<file path="config.mk">
export PLATFORM = sky130hd
export DESIGN_NAME = fetch_cycle
export DESIGN_NICKNAME = d
export VERILOG_FILES = /design/src/rtl/fetch_cycle_pkg.sv /design/src/rtl/fetch_cycle.sv
export SDC_FILE = /design/constraint.sdc
export NUM_CORES = 1
export LEC_CHECK = 0
export ABC_AREA = 1
export CORE_ASPECT_RATIO = 0.75
export CORE_MARGIN = 1
export CORE_UTILIZATION = 28
export CTS_BUF_LIST = sky130_fd_sc_hd__clkbuf_4 sky130_fd_sc_hd__clkbuf_8
export CTS_CLUSTER_DIAMETER = 120
export DETAILED_ROUTE_END_ITERATION = 6
export HOLD_SLACK_MARGIN = 0.15
export SETUP_SLACK_MARGIN = 0.4
export SYNTH_ARGS = -nofsm -noshare
export SYNTH_HDL_FRONTEND = slang
export SYNTH_SLANG_ARGS = --single-unit
</file>
<file path="constraint.sdc">
create_clock -name clk -period 1.4 [get_ports clk]
set_clock_uncertainty 0.15 [all_clocks]
set_input_delay 0.28 -clock clk [delete_from_list [all_inputs] [get_ports clk]]
set_output_delay 0.28 -clock clk [all_outputs]
set_load 0.05 [all_outputs]
</file>
<file path="src/rtl/fetch_cycle_pkg.sv">
// fetch_cycle_pkg: shared state encoding and constants for the fetch stage
package fetch_cycle_pkg;
  typedef enum logic [1:0] {
    ISSUE = 2'd0,
    WAIT  = 2'd1,
    HOLD  = 2'd2,
    DROP  = 2'd3
  } state_t;
  localparam logic [15:0] NOP = 16'h0000;
  localparam logic [15:0] DEFAULT_RESET_PC = 16'h0000;
endpackage

</file>
<file path="src/rtl/fetch_cycle.sv">
// fetch_cycle: instruction-fetch stage, one outstanding imem request, ir/pcout with valid
module fetch_cycle
  import fetch_cycle_pkg::*;
#(
  parameter logic [15:0] RESET_PC = DEFAULT_RESET_PC,
  parameter logic [15:0] PC_STEP  = 16'd2
) (
  input  logic        clk,
  input  logic        rst,
  input  logic        stall,
  input  logic        redirect,
  input  logic [15:0] target,
  output logic        imem_req,
  output logic [15:0] imem_addr,
  input  logic        imem_ready,
  input  logic        imem_rvalid,
  input  logic [15:0] imem_rdata,
  output logic [15:0] ir,
  output logic [15:0] pcout,
  output logic        irvalid
);
  state_t      r_state;
  logic [15:0] r_pc;
  logic [15:0] r_fpc;
  logic [15:0] r_hold;
  logic [15:0] r_ir;
  logic [15:0] r_pcout;
  logic        r_irvalid;
  logic        w_slot_free;
  assign w_slot_free = !r_irvalid || !stall;
  assign imem_req    = (r_state == ISSUE) && !redirect;
  assign imem_addr   = r_pc;
  assign ir          = r_ir;
  assign pcout       = r_pcout;
  assign irvalid     = r_irvalid;
  // r_fpc tags the in-flight word; it also tags the hold register since no new request issues in HOLD
  always_ff @(posedge clk) begin
    if (rst) begin
      r_state   <= ISSUE;
      r_pc      <= RESET_PC;
      r_fpc     <= RESET_PC;
      r_hold    <= NOP;
      r_ir      <= NOP;
      r_pcout   <= 16'h0000;
      r_irvalid <= 1'b0;
    end else if (redirect) begin
      r_pc      <= target;
      r_ir      <= NOP;
      r_irvalid <= 1'b0;
      r_hold    <= NOP;
      r_state   <= ((r_state == WAIT && !imem_rvalid) || r_state == DROP) ? DROP : ISSUE;
    end else begin
      if (r_irvalid && !stall) r_irvalid <= 1'b0;
      case (r_state)
        ISSUE: if (imem_ready) begin
          r_fpc   <= r_pc;
          r_pc    <= r_pc + PC_STEP;
          r_state <= WAIT;
        end
        WAIT: if (imem_rvalid) begin
          if (w_slot_free) begin
            r_ir      <= imem_rdata;
            r_pcout   <= r_fpc;
            r_irvalid <= 1'b1;
            r_state   <= ISSUE;
          end else begin
            r_hold  <= imem_rdata;
            r_state <= HOLD;
          end
        end
        HOLD: if (w_slot_free) begin
          r_ir      <= r_hold;
          r_pcout   <= r_fpc;
          r_irvalid <= 1'b1;
          r_state   <= ISSUE;
        end
        DROP: if (imem_rvalid) r_state <= ISSUE;
        default: r_state <= ISSUE;
      endcase
    end
  end
endmodule

</file>
==> run metrics <==
gr ovfl total 0; num rows 35; H-tree levels 3; number of warnings issued by yosys 0; total wire length 14,330 um; Leakage 3.104 nW; internal power 4.976 mW; core box area 0.01231 mm^2; fillers about 950; final worst setup slack -428.8 ps; Finished Layout Cells 862; number of max-cap violations 0; post-synthesis register bit count a little over 80; RSZ-0062 raised after global routing true; die area 0.01314 mm^2; Final Critical Period 1829 ps; CTS Buf Count 9; area delta synth->final 115.1%; largest net degree at the start of global routing 27; cell mode on critical path buf_6; vias per inst ~4.9; CTS tree built; status finished, violations left; critical-path cell list buf_4, ha_4, buf_6, buf_6, nand2_4, nor2_4, buf_6, buf_12, buf_16, o21ai_2, a21oi_1; clock slew at reported path FFs roughly 90 ps; vias after detailed routing 4,257; Clock Tree Buf Depth 2; DIE HEIGHT 99.53 um; Final GP Congestion 0.8706; Cell Pwr Density 998.0 mW/mm^2; post-synthesis sequential area ratio 46.79%; register share of total power around 36%; first-pass GRT wire length 21,150 um; CTS root buf clkbuf_8; Tcrit/Tclk final 130.6%; kind of critical path reg2reg; initial antenna violation count 0; Hold Fails Final Rpt 0; Initial Utilization 28.86%; dpl cells 770; Max VDD drop 0.5121 mV; GR Util All Layers 20.41%; worst-path fanout max 6; crit-path max cell delay 360 ps; Final Max Slew Viols 0; hpwl dp 8055 um; commonest non-fill, non-tap cells in the layout 82 x buf_4, 77 x nand2_1, 63 x buf_12; Initial DRC Count roughly 190; num ports 88; Worst Hold Launch redirect; Worst slew margin 78.24%; Worst R2R End r_hold[5]; Distinct cells, synth 25; die span in x between 100 and 150 um; Hold Crit Class in2reg; crit path launch type flop; worst reg-to-reg setup slack -430 ps; cell area after layout 0.007639 mm^2; slew at the pin with the worst max-slew slack around 330 ps; combinational share of power 40.3%; WHS slightly below 300 ps; PortBufs 87; slowest CP cell dfxtp_2; Clock Latency Late Sink 370 ps; antenna-violating nets left 0; DR WL/cell around 17 um; Finished Core Util 62.07%; switching share of power a little over a third; nets approximately 730; Psw 2.648 mW; Final setup viols 90; Max Fclk 0.5468 GHz; hold_buf cts 0; synthesized netlist cell count 475; clk sink count 83; crit end category flop; Pwr Total 7.623 mW; area post-placement around 0.0057 mm^2; Syn Nets about 520; R2R Path Start r_state[0]; commonest non-fill, non-tap cell in the layout buf_4; antenna fix cells 0; clock power share 24.1%; FF-to-FF path depth 11; Worst EP required approximately 1500 ps; worst hold path depth 5; Mean Syn Cell Area 7.476 um^2; vias in the first global route between 4k and 5k; Worst EP arrival 1970 ps; hold-critical path endpoint imem_addr[15]; violated checks setup timing; mapped cell area 0.003551 mm^2; share of cells above drive strength 1 roughly three fifths; residual DRC count 0; DRT Pass-1 Iters 5
[worst max path at each step]
stage,end,startpoint,depth (start not counted)
3_3_place_gp,r_state[1],redirect,7
4_1_cts,imem_req,r_state[0],7
3_5_place_dp,r_state[0],redirect,7
6_report,r_hold[5],r_state[0],11
5_1_grt,imem_req,r_state[1],7
2_1_floorplan,r_fpc[3],r_state[1],9
[area by class of cell]
class / instances / area [um^2] / area share, %
repair buffers: 231 / 2982 / 39.03
multi-input cells: 316 / 2256 / 29.53
flip-flops and latches: 83 / 1768 / 23.15
inverters: 50 / 214.0 / 2.801
well taps: 166 / 207.7 / 2.719
clock buffers: 9 / 123.9 / 1.622
clock inverters: 7 / 87.58 / 1.147
[worst max-delay path: cells and delay by family (launching register included)]
| kind | cells | cell delay (ps) |
|---|---|---|
| simple gates | 2 | 210 |
| buf+inv | 6 | 690 |
| compound gates | 2 | 180 |
| flops | 1 | 360 |
| fa+ha+maj | 1 | 160 |
[synth_stat cells]
| cell | number | area [um^2] |
|---|---|---|
| nand4_1 | 6 | 37.54 |
| nor2_1 | 38 | 142.6 |
| clkbuf_1 | 9 | 33.78 |
| nand3_1 | 17 | 85.08 |
| a31oi_1 | 17 | 106.4 |
| nand2_1 | 96 | 360.4 |
| inv_1 | 47 | 176.4 |
| nand3b_1 | 1 | 7.510 |
| buf_4 | 2 | 15.01 |
| xnor2_1 | 1 | 8.760 |
| nand2_2 | 1 | 6.260 |
| a211oi_1 | 10 | 75.07 |
| o21a_1 | 1 | 7.510 |
| a22oi_1 | 6 | 45.04 |
| nor3_1 | 2 | 10.01 |
| a21oi_1 | 45 | 225.2 |
| o21ai_0 | 46 | 230.2 |
| dfxtp_1 | 83 | 1662 |
| ha_1 | 5 | 62.56 |
| o21ai_1 | 18 | 90.09 |
| inv_2 | 3 | 11.26 |
| buf_6 | 2 | 22.52 |
| buf_2 | 13 | 65.06 |
| nor2_4 | 5 | 56.30 |
| a221oi_1 | 1 | 8.760 |
[sequential cells by signal (all words and copies together) (netlist names)]
register	cells
imem_addr	16
ir	16
pcout	16
r_fpc	16
r_hold	16
r_state	2
irvalid	1
[timing repair]
item                                    CTS  global route
buffers inserted                         46            19
pin swaps                                11            51
cloned                                    9             2
gates resized for setup                 136           132
endpoints found under the setup margin  133           133
[power groups by stage]
stage	clock (mW)	sequential (mW)	combinational [mW]
floorplan	0	3.15	0.612
global placement	0	2.77	2.03
detailed placement	0	2.78	2.05
CTS	1.87	2.71	2.70
global route	1.98	2.73	3.21
finish	1.84	2.71	3.07
[per-layer routing]
| layer | up-vias | track usage, % | routed length (um) |
|---|---|---|---|
| met2 | 117 | 33.82 | 7330 |
| met5 | - | 0 | 0 |
| li1 | 2027 | - | - |
| met3 | 26 | 3.517 | 742 |
| met4 | 0 | 6.172 | 321 |
| met1 | 2087 | 27.15 | 5940 |
[cell families after synthesis]
family | count (synthesis) | synth area share (%)
flip-flops | 83 | 46.79
AO/OA/AOI/OAI | 144 | 22.20
XOR/XNOR | 1 | 0.2467
buffers and inverters | 76 | 9.126
adder cells (fa/ha/maj) | 5 | 1.762
AND/OR/NAND/NOR | 166 | 19.87
[stage by stage]
stage	TNS [ps]	setup WS (ps)
3_3_place_gp	-30150	-462.2
4_1_cts	-25250	-420.0
2_1_floorplan	-11710	-278.0
6_report	-27580	-428.8
5_1_grt	-33120	-478.8
3_5_place_dp	-33290	-531.3
(Power assumes the default switching activity.)
